`src/rtl/cnn1d_pkg.sv`:
```
// Shared types and helpers for the cnn1d datapath blocks.
// Holds the serialiser state encoding and a constant-evaluable clog2.
package cnn1d_pkg;

    typedef enum logic {
        IDLE = 1'b0,
        SEND = 1'b1
    } serialiser_state_t;

    function automatic int clog2(input int value);
        int result;
        int remaining;
        result    = 0;
        remaining = value - 1;
        while (remaining > 0) begin
            result    = result + 1;
            remaining = remaining >> 1;
        end
        return result;
    endfunction

endpackage

```
`src/rtl/layer_serialiser.sv`:
```
// Captures a full vector of NUM_INPUTS lane words and emits them one per
// handshake, lane 0 first, with back-to-back capture on the last word.
module layer_serialiser
    import cnn1d_pkg::*;
#(
    parameter int DATA_WIDTH = 32,
    parameter int NUM_INPUTS = 32,
    localparam int INDEX_WIDTH = (clog2(NUM_INPUTS) < 1) ? 1 : clog2(NUM_INPUTS)
) (
    input  logic                   clk,
    input  logic                   rst,
    output logic                   serialiser_ready_in,
    input  logic [NUM_INPUTS-1:0]  serialiser_valid_in,
    input  logic [DATA_WIDTH-1:0]  serialiser_data_in [0:NUM_INPUTS-1],
    input  logic                   serialiser_ready_out,
    output logic                   serialiser_valid_out,
    output logic [DATA_WIDTH-1:0]  serialiser_data_out,
    output logic                   serialiser_last_out,
    output logic [INDEX_WIDTH-1:0] serialiser_index_out
);

    localparam logic [INDEX_WIDTH-1:0] LAST_IDX = INDEX_WIDTH'(NUM_INPUTS - 1);

    serialiser_state_t      r_state;
    logic [INDEX_WIDTH-1:0] r_index;
    logic [DATA_WIDTH-1:0]  r_buf [0:NUM_INPUTS-1];

    serialiser_state_t      w_state_next;
    logic [INDEX_WIDTH-1:0] w_index_next;
    logic                   w_last;
    logic                   w_ready_in;
    logic                   w_capture;

    always_ff @(posedge clk) begin
        if (rst) begin
            r_state <= IDLE;
            r_index <= '0;
            for (int unsigned i = 0; i < NUM_INPUTS; i++) begin
                r_buf[i] <= '0;
            end
        end else begin
            r_state <= w_state_next;
            r_index <= w_index_next;
            if (w_capture) begin
                for (int unsigned i = 0; i < NUM_INPUTS; i++) begin
                    r_buf[i] <= serialiser_data_in[i];
                end
            end
        end
    end

    always_comb begin
        w_state_next = r_state;
        w_index_next = r_index;
        w_last       = (r_index == LAST_IDX);
        w_ready_in   = (r_state == IDLE) ||
                       ((r_state == SEND) && w_last && serialiser_ready_out);
        w_capture    = w_ready_in && (&serialiser_valid_in);

        // A capture can only coincide with the last-word handshake, so it takes priority.
        if (w_capture) begin
            w_state_next = SEND;
            w_index_next = '0;
        end else if ((r_state == SEND) && serialiser_ready_out) begin
            if (w_last) begin
                w_state_next = IDLE;
            end else begin
                w_index_next = r_index + INDEX_WIDTH'(1);
            end
        end
    end

    assign serialiser_ready_in  = w_ready_in;
    assign serialiser_valid_out = (r_state == SEND);
    assign serialiser_last_out  = (r_state == SEND) && w_last;
    assign serialiser_data_out  = r_buf[r_index];
    assign serialiser_index_out = r_index;

endmodule

```
`config.mk`:
```
export PLATFORM = sky130hd
export DESIGN_NAME = layer_serialiser
export DESIGN_NICKNAME = d
export VERILOG_FILES = /design/src/rtl/cnn1d_pkg.sv /design/src/rtl/layer_serialiser.sv
export SDC_FILE = /design/constraint.sdc
export NUM_CORES = 1
export LEC_CHECK = 0
export ABC_AREA = 1
export CORE_AREA = 2 2 431 433
export DETAILED_ROUTE_END_ITERATION = 16
export DIE_AREA = 0 0 433 435
export SLEW_MARGIN = 25
export SYNTH_ARGS = -nofsm -noshare
export SYNTH_HDL_FRONTEND = slang
export SYNTH_SLANG_ARGS = --single-unit
```
`constraint.sdc`:
```
create_clock -name clk -period 63.7 [get_ports clk]
set_input_delay 12.74 -clock clk [delete_from_list [all_inputs] [get_ports clk]]
set_output_delay 12.74 -clock clk [all_outputs]
set_load 0.01 [all_outputs]
```
==> flow_metrics.py <==
metrics = {
    "timing": {
        "worstMarginPinSlew_ns": 1.08,
        "grt_setup_unrepaired": "no",
        "ratio_of_final_minimum_period_to_clock_period_pct": 42.5,
        "slew_headroom_pct": 27.9,
        "finalSetupViolations": 0,
        "finalClockSkew_ns": 0.0711,
        "clock.fmax_ghz": 0.0369,
        "hold_violations": 0,
        "timing_max_transition_violations_final": 0,
        "totalNegativeSetupSlack_ns": 0,
        "finalWorstPathRequiredPeriod_ns": 27.06,
    },
    "route": {
        "totalWireLength_um": 217000,
        "routed_wire_length_per_instance_um": 23.5,
        "antenna_violating_nets_post_route": 0,
        "detailroute.via_count": 41863,
        "viasPerCell": 4.53,
        "route.detailed.drc": 0,
        "drtPass1Iterations": 6,
        "drtIter0Drc": 3965,
    },
    "floorplan": {
        "placementRows": 158,
        "die_w_um": 433,
        "coreArea_mm2": 0.184,
        "ioPinCount": 1099,
        "dieHeight_um": 435,
        "design.die.area_mm2": 0.188,
        "initial_core_util_pct": 29.6,
    },
    "status": {
        "result_of_the_run": "finished clean",
    },
    "logic_synthesis": {
        "synth.avg_cell_area_um2": 9.59,
        "synthDistinctLibCells": 23,
        "synth.net_count": 6739,
        "synth.top_cell.area_share_pct": 56.5,
        "synthDominantAreaCellType": "edfxtp_1",
        "ys_seq_area_share_pct": 56.9,
        "synth_warnings": 0,
        "synth_top_cells_by_area": "edfxtp_1, nor2_4, nand2_1",
        "cell_count_after_synthesis": 5678,
        "yosys_register_bits": 1035,
        "syn_area_mm2": 0.0544,
    },
    "cts": {
        "htree_levels": 3,
        "post_cts_resized": 0,
        "buffer_type_at_the_clock_tree_root": "clkbuf_16",
        "numCtsBuffers": 116,
        "postCtsHoldBufs": 0,
        "post-cts-setup-buffer-count": 0,
        "numClockSinks": 1035,
        "maximum_root_to_sink_buffer_count": 3,
        "worstSkewPairLatency_ns": 0.78,
        "cts.clk_slew.worst_paths_ns": 0.06,
        "tritoncts": "yes",
    },
    "power": {
        "power.static_leakage_nw": 29.3,
        "p_per_area_mw_per_mm2": 22.7,
        "fin_total_pwr_mw": 1.60,
        "ir_drop_mv": 0.0233,
    },
    "worst_hold_path": {
        "holdPathEnd": "serialiser_index_out[0]$_SDFFE_PP0P_",
        "holdPathStages": 2,
        "hp-start": "serialiser_index_out[0]$_SDFFE_PP0P_",
        "hp_class": "reg -> reg",
    },
    "setup_path": {
        "r2r_end": "r_buf[0][10]$_SDFFCE_PN0P_",
        "source_of_the_worst_register_to_register_timing_path": "serialiser_index_out[0]$_SDFFE_PP0P_",
        "worstRegToRegCells": 13,
        "critPathArrivalTime_ns": 14.32,
        "crit_path_start": "serialiser_ready_out",
        "reg2reg_setup_slack_ns": 56.62,
        "critical_path.startpoint_type": "input pin",
        "cp_data_required_time_ns": 50.96,
        "maximum_fanout_count_along_the_critical_path": 3,
        "end_kind": "output port",
        "timing_worst_setup_path_type": "in -> out",
    },
    "placement": {
        "buffer_ports.inserted": 1098,
        "numPlacedInstances": 8983,
        "gp_routability_congestion": 0.886,
        "place.detailed.hpwl_um": 161000,
        "placed_area_mm2": 0.0666,
    },
    "layout": {
        "fill_cells": 18496,
        "commonest_non_fill_non_tap_cell_in_the_layout": "nand2_1",
        "layout-drive-gt1-share_pct": 10.9,
        "finalNetCount": 7682,
        "area.growth.synth_to_final_pct": 29.3,
        "design_area_mm2": 0.0704,
        "register_area_mm2": 0.0310,
        "multiInputGateArea_mm2": 0.0171,
        "finalNonFillerCells": 9244,
        "fin_util_pct": 38.2,
        "mostFrequentLayoutCells": "nand2_1, clkdlybuf4s50_1, inv_1",
    },
    "global_routing": {
        "number_of_global_route_vias_before_repair": 40334,
        "global_route_congestion_overflow_total": 0,
        "grt_max_degree": 192,
        "grt_antenna_before_repair": 68,
        "groute.usage.overall_pct": 22.3,
        "wire_length_of_the_first_global_routing_pass_um": 297000,
    },
    "run": {
        "max_cap_violations": 0,
    },
}
## state kept, by name, indices dropped and copies added, names as in the netlist, named ones only
signal                count
r_buf                  1024
serialiser_index_out      5
serialiser_valid_out      1
## power by group
group	total, mW	internal (mW)	switching, mW
Clock	0.650	0.357	0.293
Combinational	0.155	0.0753	0.0792
Sequential	0.796	0.786	0.0100
## stage by stage
stage	hold WS, ns	setup slack [ns]
floorplan	0.587	27.03
global placement	0.603	36.61
detailed placement	0.605	36.62
CTS	0.624	36.61
global route	0.640	36.60
finish	0.620	36.64
## cells in the mapped netlist, drive strengths merged
| cell | n |
|---|---|
| ha | 2 |
| nor2 | 1035 |
| nand4 | 8 |
| dfxtp | 11 |
| edfxtp | 1024 |
| inv | 1037 |
| mux2 | 2 |
| clkbuf | 88 |
| xnor2 | 1 |
| nand3 | 769 |
| a21oi | 1 |
| xor2 | 2 |
| buf | 244 |
| nand2 | 1452 |
| and3 | 1 |
| nor3 | 1 |
## per-layer routing
metal  share of wire [%]  wire length, um  vias to the layer above  global-route usage (%)
met4                 4.1             8900                       14                    9.98
met3                 7.0            15100                      329                    4.33
met5               0.044               96                        -                       0
li1                    -                -                    19579                       -
met2                  51           110000                     1552                    38.5
met1                  38            82700                    20389                    26.7
## how the worst max path moves through the flow
stage                                           end
after floorplan           r_buf[0][0]$_SDFFCE_PN0P_
after global routing            serialiser_ready_in
after global placement          serialiser_ready_in
after detailed placement        serialiser_ready_in
after CTS                       serialiser_ready_in
final                           serialiser_ready_in
## area by class of cell
| cell class | count | area share, % |
|---|---|---|
| Antenna cell | 49 | 0.174 |
| Clock buffer | 146 | 4.42 |
| Tap cell | 2480 | 4.41 |
| Clock inverter | 66 | 0.695 |
| Timing Repair Buffer | 1157 | 16.4 |
| Sequential cell | 1035 | 44.0 |
| Multi-Input combinational cell | 3274 | 24.3 |
| Inverter | 1037 | 5.58 |
## logic make-up after synthesis
family,count (synthesis),synth area share (%)
AO/OA/AOI/OAI,1,0.0161
XOR/XNOR,3,0.0483
adder cells (fa/ha/maj),2,0.0460
buffers and inverters,1369,11.7
flip-flops,1035,56.9
multiplexers,2,0.0414
AND/OR/NAND/NOR,3266,31.2
## critical path: stages
cell and delay (ns):
clkdlybuf4s50_1 0.49, a21oi_2 0.48, inv_1 0.11, clkdlybuf4s50_1 0.50
(Power assumes the default switching activity.)
